--- src/rtl/message_tx_serializer.sv ---
`default_nettype none
// ============================================================================
// message_tx_serializer : MSB-first serializer, each bit held BIT_CYCLES clocks.
// Optional even-parity trailer bit when MSG_TX_PARITY_EN is defined.
// Revision: 1.0
// ============================================================================
module message_tx_serializer #(
    parameter int MSG_WIDTH  = 120,
    parameter int BIT_CYCLES = 1000
) (
    input  logic                 clk,
    input  logic                 rst,
    input  logic [MSG_WIDTH-1:0] message_i,
    input  logic                 start_i,
    output logic                 busy_o,
    output logic                 data_o,
    output logic                 bit_strobe_o,
    output logic [6:0]           bit_index_o,
    output logic                 frame_done_o
);

    localparam int               CNT_W       = (BIT_CYCLES > 1) ? $clog2(BIT_CYCLES) : 1;
    localparam logic [CNT_W-1:0] C_CYC_LAST  = CNT_W'(BIT_CYCLES - 1);
    localparam logic [6:0]       C_BIT_FIRST = 7'(MSG_WIDTH - 1);
    localparam logic [1:0]       C_ST_IDLE   = 2'd0;
    localparam logic [1:0]       C_ST_SEND   = 2'd1;
`ifdef MSG_TX_PARITY_EN
    localparam logic [1:0]       C_ST_PARITY = 2'd2;
    localparam logic [6:0]       C_PAR_INDEX = 7'd127;
`endif

    logic [1:0]           state_q, state_d;
    logic [MSG_WIDTH-1:0] shift_q, shift_d;
    logic [6:0]           bit_cnt_q, bit_cnt_d;
    logic [CNT_W-1:0]     cyc_q, cyc_d;
`ifdef MSG_TX_PARITY_EN
    logic                 parity_q, parity_d;
`endif
    logic                 w_frame_end;

    logic                 busy_q, busy_d;
    logic                 data_q, data_d;
    logic                 strobe_q, strobe_d;
    logic [6:0]           index_q, index_d;
    logic                 done_q, done_d;

    // State register (outputs are registered copies of the next-state view)
    always_ff @(posedge clk) begin
        if (rst) begin
            state_q   <= C_ST_IDLE;
            shift_q   <= '0;
            bit_cnt_q <= '0;
            cyc_q     <= '0;
`ifdef MSG_TX_PARITY_EN
            parity_q  <= 1'b0;
`endif
            busy_q    <= 1'b0;
            data_q    <= 1'b0;
            strobe_q  <= 1'b0;
            index_q   <= '0;
            done_q    <= 1'b0;
        end else begin
            state_q   <= state_d;
            shift_q   <= shift_d;
            bit_cnt_q <= bit_cnt_d;
            cyc_q     <= cyc_d;
`ifdef MSG_TX_PARITY_EN
            parity_q  <= parity_d;
`endif
            busy_q    <= busy_d;
            data_q    <= data_d;
            strobe_q  <= strobe_d;
            index_q   <= index_d;
            done_q    <= done_d;
        end
    end

    // Next-state logic
    always_comb begin
        state_d     = state_q;
        shift_d     = shift_q;
        bit_cnt_d   = bit_cnt_q;
        cyc_d       = cyc_q;
        w_frame_end = 1'b0;
`ifdef MSG_TX_PARITY_EN
        parity_d    = parity_q;
`endif
        case (state_q)
            C_ST_IDLE: begin
                if (start_i) begin
                    state_d   = C_ST_SEND;
                    shift_d   = message_i;
                    bit_cnt_d = C_BIT_FIRST;
                    cyc_d     = '0;
`ifdef MSG_TX_PARITY_EN
                    parity_d  = ^message_i;
`endif
                end
            end
            C_ST_SEND: begin
                if (cyc_q == C_CYC_LAST) begin
                    cyc_d = '0;
                    if (bit_cnt_q == 7'd0) begin
`ifdef MSG_TX_PARITY_EN
                        state_d     = C_ST_PARITY;
`else
                        state_d     = C_ST_IDLE;
                        w_frame_end = 1'b1;
`endif
                    end else begin
                        shift_d   = shift_q << 1;
                        bit_cnt_d = bit_cnt_q - 7'd1;
                    end
                end else begin
                    cyc_d = cyc_q + 1'b1;
                end
            end
`ifdef MSG_TX_PARITY_EN
            C_ST_PARITY: begin
                if (cyc_q == C_CYC_LAST) begin
                    cyc_d       = '0;
                    state_d     = C_ST_IDLE;
                    w_frame_end = 1'b1;
                end else begin
                    cyc_d = cyc_q + 1'b1;
                end
            end
`endif
            default: state_d = C_ST_IDLE;
        endcase
    end

    // Output logic: computed from the next state so every output is registered
    always_comb begin
        busy_d   = (state_d != C_ST_IDLE);
        strobe_d = busy_d && (cyc_d == '0);
        data_d   = 1'b0;
        index_d  = 7'd0;
        done_d   = w_frame_end;
        if (state_d == C_ST_SEND) begin
            data_d  = shift_d[MSG_WIDTH-1];
            index_d = bit_cnt_d;
        end
`ifdef MSG_TX_PARITY_EN
        else if (state_d == C_ST_PARITY) begin
            data_d  = parity_d;
            index_d = C_PAR_INDEX;
        end
`endif
    end

    assign busy_o       = busy_q;
    assign data_o       = data_q;
    assign bit_strobe_o = strobe_q;
    assign bit_index_o  = index_q;
    assign frame_done_o = done_q;

endmodule
`default_nettype wire

--- config.mk ---
export PLATFORM = sky130hd
export DESIGN_NAME = message_tx_serializer
export DESIGN_NICKNAME = d
export VERILOG_FILES = /design/src/rtl/message_tx_serializer.sv
export SDC_FILE = /design/constraint.sdc
export NUM_CORES = 1
export LEC_CHECK = 0
export ABC_AREA = 1
export CAP_MARGIN = 20
export CORE_ASPECT_RATIO = 1.4
export CORE_MARGIN = 10
export CORE_UTILIZATION = 35
export CTS_CLUSTER_SIZE = 8
export DETAILED_ROUTE_END_ITERATION = 6
export PLACE_DENSITY = 0.64
export SLEW_MARGIN = 30
export SYNTH_ARGS = -nofsm -noshare
export SYNTH_HDL_FRONTEND = slang
export SYNTH_SLANG_ARGS = --single-unit
--- constraint.sdc ---
create_clock -name clk -period 3.2 [get_ports clk]
set_input_delay 0.96 -clock clk [delete_from_list [all_inputs] [get_ports clk]]
set_output_delay 0.96 -clock clk [all_outputs]
set_load 0.01 [all_outputs]
After elaboration in Yosys (flattened, before gate mapping)
Index checks and enable logic that the tools add are counted.
- ROM bits: 0
- input bits: 123
- bits in latches: 0
- bits in registers: 150
- logic and storage cells: 46
- bits in writable memories: 0
- memories: 0
- output and inout bits: 11
- order comparisons: 0
- $mul: 0
- bitwise logic cells: 3
- equal/unequal tests: 6
- add/sub/neg operators: 2
- shifts and indexed selects: 0
- reductions and logical operators: 9
- divide/modulo/power cells: 0
- mux-type cells: 16
- operators by type and width (kind ; number):
    $mux 120 ; 3
    $pmux 120 s2 ; 1
    $mux 7 ; 3
    $mux 10 ; 2
    $pmux 10 s2 ; 1
    $pmux 7 s2 ; 1
    $add 10x1->10 const B ; 1
    $eq 10x10->1 const B ; 1
    $logic_not 10->1 ; 1
    $logic_not 7->1 ; 1
    $sub 7x1->7 const B ; 1
    $mux 2 ; 3
    $ne 2x2->1 const B ; 3
    $eq 2x1->1 const B ; 2
    $pmux 2 s2 ; 1
    $reduce_and 4->1 ; 1
    $reduce_bool 2->1 ; 2
    $not 1->1 ; 3
    $reduce_or 3->1 ; 1
    $logic_not 2->1 ; 1
    $reduce_or 2->1 ; 1
    $logic_and 1x1->1 ; 1
    $mux 1 ; 1

Depth between registers and ports, before layout
Gate-level depths: netlist of the first run.
- word-level depth: 7
- depth in mapped cells: 11
- mapped depth without buffers: 11

Worst setup path after synthesis of the first run
OpenSTA, ideal clock, no wires.
- kind: input-to-reg
- from: input start_i
- to: register shift_q[101]
- data arrival time: 1865 ps
- cell stages on the path: 9
- slack: 1202 ps
- data required time: 3068 ps
- buffers on the path: 2
- library setup time: 132 ps
- cells stage by stage: nand2_1 -> nand2_1 -> inv_2 -> a21oi_1 -> nand2_1 -> buf_4 -> buf_2 -> nand2_1 -> a31oi_1
- word-level cells in the longest chain between the ends: 2
- RTL lines (what ; line ; RTL):
    from (decl) ; 14 ; input logic start_i,
    $ne 2x2->1 (no line) ; - ;
    $reduce_and 4->1 (no line) ; - ;
    to (signal assigned) ; 64 ; shift_q <= shift_d;
    to (decl) ; 33 ; logic [MSG_WIDTH-1:0] shift_q, shift_d;
Every way passes these cells.
A chain may end at the register's enable or synchronous reset.

Worst setup path in the final report of the first run
- from: input start_i
- to: register shift_q[21]
The elaborated chain is that of the path after synthesis.

==> results.cfg, run 1 <==
[cts]
insertion_delay_ns = 0.42
cts.sinks = 150
ctsHoldBuffers = 0
cts_setup_buffers = 0
cts_tree = yes
cts_buffer_depth = 2
clk_pin_slew_worst_paths_ns = 0.06
htree_levels = 4
cts_inserted_buffers = 17
root_buffer = clkbuf_16
ctsResizeCount = 0

[logic_synthesis]
netlist_instances = 899
synth_most_common_cell = nand2_1
ys.flop_type = dfxtp_1
synth_commonest_cells = nand2_1 (292), dfxtp_1 (150), nand3_1 (143), a31oi_1 (118), nor2_1 (44)
synth_top_area_share_pct = 46.25
netlist.top_cell.by_area = dfxtp_1
synth_fp_nets = 1025
avgSynthCellArea_um2 = 7.222
seq_area_frac_synth_pct = 46.25
ys_ff_latch = 150
async_flop_share_pct = 0
ys_types = 26
syn-cell-area_mm2 = 0.006492
synth_edf_count = 0
yosys_warnings = 0
netlist_top_cells_area = dfxtp_1 (46%), nand2_1 (17%), a31oi_1 (11%)

[global_routing]
grt_max_degree = 119
antenna_found_initial = 0
gr-usage-all-layers_pct = 14.74
grt_pass1_vias = 6209
grt_pass1_wl_mm = 30.36
gr-total-overflow = 0

[critical_path]
arrival_ns = 2.76
worstSetupEndpointType = flip-flop
critPathLaunchType = input pin
path_class = in2reg
crit_fanout = 95
critPathRequiredTime_ns = 3.47

[sta]
rsz0062_at_grt = false
fin_crit_sh_pct = 77.89
fin_skew_ns = 0.01041
period_needed_ns = 2.492
worst_pin_slew_ns = 0.7521
final.setup.tns_ns = 0
slew_violations = 0
setup_viol = 0
maxSlewHeadroom_pct = 49.86
hold_viol = 0
max_freq_mhz = 401.2

[cells_and_area]
drive_gt1_share_pct = 5.368
areaGrowthSynthToFinish_pct = 32.28
final_cells = 1246
design.final.nets = 1119
insertedDiodeCount = 0

[placed_design]
dp.cells = 1214
post-dp-hpwl_mm = 11.73
port_buffers = 133
gp_congestion = 0.8889

[floorplan]
num_rows = 58
start_util_pct = 35.93
core_mm2 = 0.01807
ios = 134
die_w_um = 135.1
die_area_mm2 = 0.02448
die_h_um = 181.2

[power]
vdd.ir_drop.worst_mv = 0.3483
p_per_area_mw_per_mm2 = 542.4
p_leak_nw = 2.941

[run]
maxCapViolations = 0

[hold_path]
worstHoldPathType = reg2reg

[detailed_routing]
dr_total_vias = 6341
firstDrtPassIters = 5
wl_per_cell_um = 14.28
drc = 0
drt-initial-drc-count = 338
viasPerCell = 5.089
wl_mm = 17.80
detail-route-antenna-nets = 0

[run_status]
status = completed
==> critical path, stage by stage <==
cell and delay (ns):
clkdlybuf4s50_1 0.51, nand2_1 0.15, nand2_1 0.20, inv_2 0.11, a21oi_1 0.22, nand2_4 0.08, buf_12 0.19, nand2_1 0.13
a31oi_1 0.09
==> cell type report <==
class                           count  area, um^2
Fill cell                        1792        9482
Multi-Input combinational cell    648        3063
Sequential cell                   150        3003
Timing Repair Buffer              142        1434
Clock buffer                       18       439.2
Tap cell                          240       300.3
Clock inverter                     14       221.5
Inverter                           34       127.6
==> final timing paths <==
kind,start,cells past startpoint,end,slack [ns]
worst min register to register,shift_q[0],2,shift_q[0],0.47
worst max-delay path,start_i,9,shift_q[21],0.71
worst min-delay path,shift_q[0],2,shift_q[0],0.47
worst max register to register,cyc_q[1],8,shift_q[63],1.02
==> through the flow <==
step	hold WS (ns)	setup slack [ns]	area (um^2)	power (mW)	utilization, %
5_1_grt	0.4914	0.5201	8588	4.862	47.53
2_1_floorplan	0.4397	1.202	6492	2.252	-
6_report	0.4685	0.7076	8588	4.658	47.53
3_5_place_dp	0.4636	0.3388	7928	2.481	43.87
3_3_place_gp	0.4597	0.4147	7928	2.476	43.87
4_1_cts	0.4726	0.7790	8588	4.721	47.53
==> per-layer routing <==
metal  track usage (%)  vias up  wire length [um]
met5                 0        -                 0
met4             5.181        0               295
met3             4.192       21               971
met2             23.46      146              8683
met1             18.50     2939              7848
li1                  -     3235                 -
==> registers in the layout (all words and copies together), names as in the netlist <==
register,flops
data_o,1
bit_index_o,7
state_q,2
bit_cnt_q,7
busy_o,1
bit_strobe_o,1
frame_done_o,1
cyc_q,10
shift_q,120
==> placed cells by master (no fill, tap or decap), drive strengths merged <==
master	count
a22oi	1
ha	3
conb	1
inv	37
nor2b	1
clkbuf	18
buf	10
clkdlybuf4s50	132
nand3	144
xor2	3
clkinv	4
o21bai	2
clkinvlp	2
nor4	1
bufinv	5
a31oi	118
nor2	48
o21ai	14
dfxtp	150
a21oi	16
nor3	2
nand2	294
==> logic make-up after synthesis <==
group / Yosys count / share of synthesized area [%]
compound gates: 151 / 14.03
xor+xnor: 3 / 0.4048
fa+ha+maj: 3 / 0.5782
buf+inv: 101 / 6.880
flops: 150 / 46.25
other cells: 1 / 0.05776
simple gates: 490 / 31.80
==> power by group <==
group          internal (mW)  leakage, nW  switching [mW]
clock network           1.41        0.319           0.807
logic                  0.220         1.40           0.222
registers               1.95         1.22          0.0448
total                   3.58         2.94            1.07
No activity file was read; power rests on OpenSTA's default activity.
==> run 2: changes to the inputs <==
PLACE_DENSITY = 0.66   (was 0.64)
clock period = 2.2 ns   (was 3.2 ns; I/O delays follow)
==> run 2 against run 1 <==
  * Sequential share of layout area fell by 0.54 points
  * Register-to-register slack got worse by 0.73 ns
  * Routed wire length rose by 1.3%
==> results.cfg, run 2 (synthesis gave the netlist of run 1 again) <==
[run_status]
status = completed

[cells_and_area]
drive_gt1_share_pct = 6.114
insertedDiodeCount = 0
final_common_cell = nand2_1
areaGrowthSynthToFinish_pct = 34.34
num-fill-cells = 1774
design.final.nets = 1127
final_cell_mix = nand2_1 (291), dfxtp_1 (150), nand3_1 (143)
top_regs = shift_q (120), cyc_q (10)
final_cells = 1254
top_register = shift_q
largest_reg_flops = 120

[global_routing]
grt_pass1_wl_mm = 29.93
grt_max_degree = 91
antenna_found_initial = 0
grt_pass1_vias = 6117
gr-usage-all-layers_pct = 14.70
gr-total-overflow = 0

[detailed_routing]
detail-route-antenna-nets = 0
drc = 0
firstDrtPassIters = 5
wl_mm = 18.03
wl_per_cell_um = 14.38
viasPerCell = 5.098
dr_total_vias = 6393
drt-initial-drc-count = 337

[sta]
fin_skew_ns = 0.01790
hold_viol = 0
final.setup.tns_ns = 0
rsz0062_at_grt = false
setup_viol = 0
max_freq_mhz = 505.8
fin_crit_sh_pct = 89.87
slew_violations = 0
period_needed_ns = 1.977
setup_slack_ns = 0.2228

[cts]
ctsResizeCount = 0
cts.sinks = 150
cts_tree = yes
insertion_delay_ns = 0.43
cts_buffer_depth = 2
cts_inserted_buffers = 17
clk_pin_slew_worst_paths_ns = 0.06
root_buffer = clkbuf_16
ctsHoldBuffers = 0
cts_setup_buffers = 0
htree_levels = 4

[floorplan]
start_util_pct = 35.93
die_w_um = 135.1
num_rows = 58
core_mm2 = 0.01807
die_h_um = 181.2
die_area_mm2 = 0.02448
ios = 134

[power]
p_leak_nw = 3.012
vdd.ir_drop.worst_mv = 0.4939
p_per_area_mw_per_mm2 = 782.0

[placed_design]
post-dp-hpwl_mm = 11.83
dp.cells = 1222
pre_cts_ws_ns = -0.06348
port_buffers = 133
gp_congestion = 0.8745

[critical_path]
worstSetupEndpointType = output port
critPathRequiredTime_ns = 1.54
slowest_stage = clkdlybuf4s50_1
cp_top_family = buffers and inverters
crit_path_cell_trace = clkdlybuf4s50_1
arrival_ns = 1.32
worst-path-buf-inv = 1
slowest_delay_ns = 0.55
critPathLaunchType = flip-flop
crit_fanout = 1
path_class = reg2out

[run]
maxCapViolations = 0

[hold_path]
worstHoldPathType = reg2reg
==> run 2: cell count changes in the layout (fill, tap and decap cells not counted) <==
cell,before,now
inv_6,2,3
buf_12,3,9
clkinvlp_4,2,0
clkinv_2,2,3
buf_4,7,9
==> run 2: area by class of cell <==
type / count / area (um^2) / share of cell area (%)
clock buffers: 18 / 439.2 / 5.035
well taps: 240 / 300.3 / 3.443
inverters: 34 / 127.6 / 1.463
clock inverters: 14 / 220.2 / 2.525
multi-input cells: 648 / 3063 / 35.12
flip-flops and latches: 150 / 3003 / 34.43
repair buffers: 150 / 1569 / 17.99
==> run 2: per-layer routing <==
| layer | routed length (um) | global-route usage [%] | part of all wire (%) | vias to the layer above |
|---|---|---|---|---|
| met3 | 1022 | 4.969 | 5.7 | 25 |
| li1 | - | - | - | 3253 |
| met1 | 7855 | 17.80 | 44 | 2954 |
| met5 | 0 | 0 | 0 | - |
| met2 | 8728 | 23.18 | 48 | 161 |
| met4 | 423 | 6.045 | 2.3 | 0 |
==> run 2: final timing paths <==
check | slack (ns) | cells past startpoint | end | start
hold reg to reg | 0.46 | 2 | shift_q[0] | shift_q[0]
setup / recovery | 0.22 | 1 | data_o | data_o
hold / removal | 0.46 | 2 | shift_q[0] | shift_q[0]
setup reg to reg | 0.29 | 8 | shift_q[2] | cyc_q[1]
==> run 2: metrics by stage <==
step | cell area [um^2] | power [mW] | utilization [%] | hold slack (ns)
floorplan | 6492 | 3.275 | - | 0.4397
detailed placement | 8063 | 3.639 | 44.62 | 0.4610
CTS | 8722 | 6.907 | 48.27 | 0.4695
global placement | 8063 | 3.629 | 44.62 | 0.4545
global route | 8722 | 7.103 | 48.27 | 0.4877
finish | 8722 | 6.821 | 48.27 | 0.4642
==> run 2: worst min-delay path, cell delays in order (launching register included) <==
cell and delay (ns):
dfxtp_1 0.31, nand2_1 0.06, a21oi_1 0.05
==> run 2: power by group <==
part           switching [mW]  total (mW)  internal [mW]
registers              0.0654        2.90           2.84
clock network            1.19        3.25           2.06
logic                   0.328       0.673          0.345
==> run 3: changes to the inputs <==
CELL_PAD_IN_SITES_DETAIL_PLACEMENT = 2   (was default)
CELL_PAD_IN_SITES_GLOBAL_PLACEMENT = 2   (was default)
CORE_UTILIZATION = 26   (was 35)
PLACE_DENSITY = 0.83   (was 0.66)
==> run 3 against run 2 <==
  * Fmax fell by 2.6%
  * Sequential cell count did not move
  * Clock power fell by 8.6%
  * Clock skew fell by 0.0092 ns
  * Count of clock-buffer cells in the layout did not move
  * Non-clock buffer count rose by 7
  * Die area rose by 30%
  * Total power fell by 3.3%
  * Sequential share of layout area fell by 0.45 points
  * Hold slack improved by 0.0029 ns
==> results.cfg, run 3 (synthesis gave the netlist of run 1 again) <==
[sta]
setup_viol = 0
hold_viol = 0
max_freq_mhz = 492.8
hold_ws_ns = 0.4671
rsz0062_at_grt = false
maxSlewHeadroom_pct = 62.18
fin_skew_ns = 0.008661
worst_pin_slew_ns = 0.5672
final.setup.tns_ns = 0
slew_violations = 0
period_needed_ns = 2.029
fin_crit_sh_pct = 92.23

[detailed_routing]
wl_per_cell_um = 17.43
viasPerCell = 4.993
drc = 0
firstDrtPassIters = 4
dr_total_vias = 6666
wl_mm = 23.27
drt-initial-drc-count = 318
detail-route-antenna-nets = 0

[critical_path]
arrival_ns = 2.33
slowest_stage = dfxtp_1
path_class = reg2reg
slowest_delay_ns = 0.38
worstSetupEndpointType = flip-flop
crit_fanout = 5
critPathRequiredTime_ns = 2.50
critPathLaunchType = flip-flop
crit_path_cell_trace = ha_1 -> nand2_2 -> inv_1 -> nand2_1 -> nor2_1 -> nand2_1 -> nor2_1 -> nand2_1 -> o21ai_0 -> nor2_1

[floorplan]
die_area_mm2 = 0.03178
die_w_um = 153.6
die_h_um = 207.0
ios = 134
start_util_pct = 26.31
core_mm2 = 0.02467
num_rows = 68

[cells_and_area]
drive_gt1_share_pct = 6.667
design.final.nets = 1134
fin_area_mm2 = 0.008837
final_cells = 1335
largest_reg_flops = 120
areaGrowthSynthToFinish_pct = 36.11
insertedDiodeCount = 0
final_cell_mix = nand2_1 (290), dfxtp_1 (150), nand3_1 (143)
top_register = shift_q
top_regs = shift_q (120), cyc_q (10)
final_common_cell = nand2_1

[global_routing]
gr-total-overflow = 0
grt_pass1_wl_mm = 38.23
antenna_found_initial = 0
grt_pass1_vias = 7546
gr-usage-all-layers_pct = 14.59
grt_max_degree = 74

[hold_path]
worstHoldPathType = reg2reg

[power]
vdd.ir_drop.worst_mv = 0.5545
power_mw = 6.593
p_leak_nw = 3.003
p_per_area_mw_per_mm2 = 746.1

[run]
maxCapViolations = 0

[placed_design]
post-dp-hpwl_mm = 16.03
dp.cells = 1304
port_buffers = 133
gp_congestion = 0.8212
place_area_mm2 = 0.008247

[cts]
cts_buffer_depth = 2
root_buffer = clkbuf_16
ctsHoldBuffers = 0
insertion_delay_ns = 0.43
cts_tree = yes
clk_pin_slew_worst_paths_ns = 0.07
htree_levels = 4
cts.sinks = 150
cts_inserted_buffers = 17

[run_status]
status = completed
[run 3: changes by cell type in the layout (fill, tap and decap cells not counted), sizes merged]
cell / before / now
buf: 18 / 25
bufinv: 5 / 3
clkinv: 5 / 4
clkinvlp: 0 / 6
inv: 38 / 34
[run 3: final cells by class]
cell class                 instances  area, um^2
clock buffer                      18       429.2
timing repair buffer             157        1659
clock inverter                    13       158.9
multi-input combinational        648        3065
inverter                          34       127.6
tap                              315       394.1
fill                            2865       15840
sequential                       150        3003
[run 3: final timing paths]
kind,slack (ns),cells after the start,start,to
worst max-delay path,0.17,10,cyc_q[1],bit_cnt_q[0]
worst max register to register,0.17,10,cyc_q[1],bit_cnt_q[0]
worst min-delay path,0.47,2,shift_q[0],shift_q[0]
worst min register to register,0.47,2,shift_q[0],shift_q[0]
[run 3: report_power, final]
part / total (mW) / leakage [nW] / internal (mW) / switching, mW
clock: 2.97 / 0.270 / 1.77 / 1.20
sequential: 2.91 / 1.22 / 2.84 / 0.0704
combinational: 0.713 / 1.51 / 0.350 / 0.362
total: 6.59 / 3.00 / 4.96 / 1.64
[run 3: metrics by stage]
stage / setup WS (ns) / util (%)
floorplan: 0.5025 / -
detailed placement: -0.05274 / 33.42
CTS: 0.1557 / 35.81
global route: 0.005175 / 35.82
finish: 0.1709 / 35.82
global placement: -0.01245 / 33.42
[run 3: repair_timing]
item | CTS | global route
endpoints found under the setup margin | 0 | 66
resized for setup | 0 | 1
buffers inserted | 0 | 0
[run 3: critical path: cells and delay by family, from the launching register on]
kind | cells | cell delay, ns
AND/OR/NAND/NOR | 7 | 1.01
flip-flops | 1 | 0.38
AO/OA/AOI/OAI | 1 | 0.14
buffers and inverters | 1 | 0.14
adder cells (fa/ha/maj) | 1 | 0.23
[run 3: metal layers]
metal | wire length, um | track usage, %
met1 | 9758 | 15.82
met2 | 12450 | 27.61
met3 | 695 | 3.027
met4 | 362 | 4.699
met5 | 0 | 0
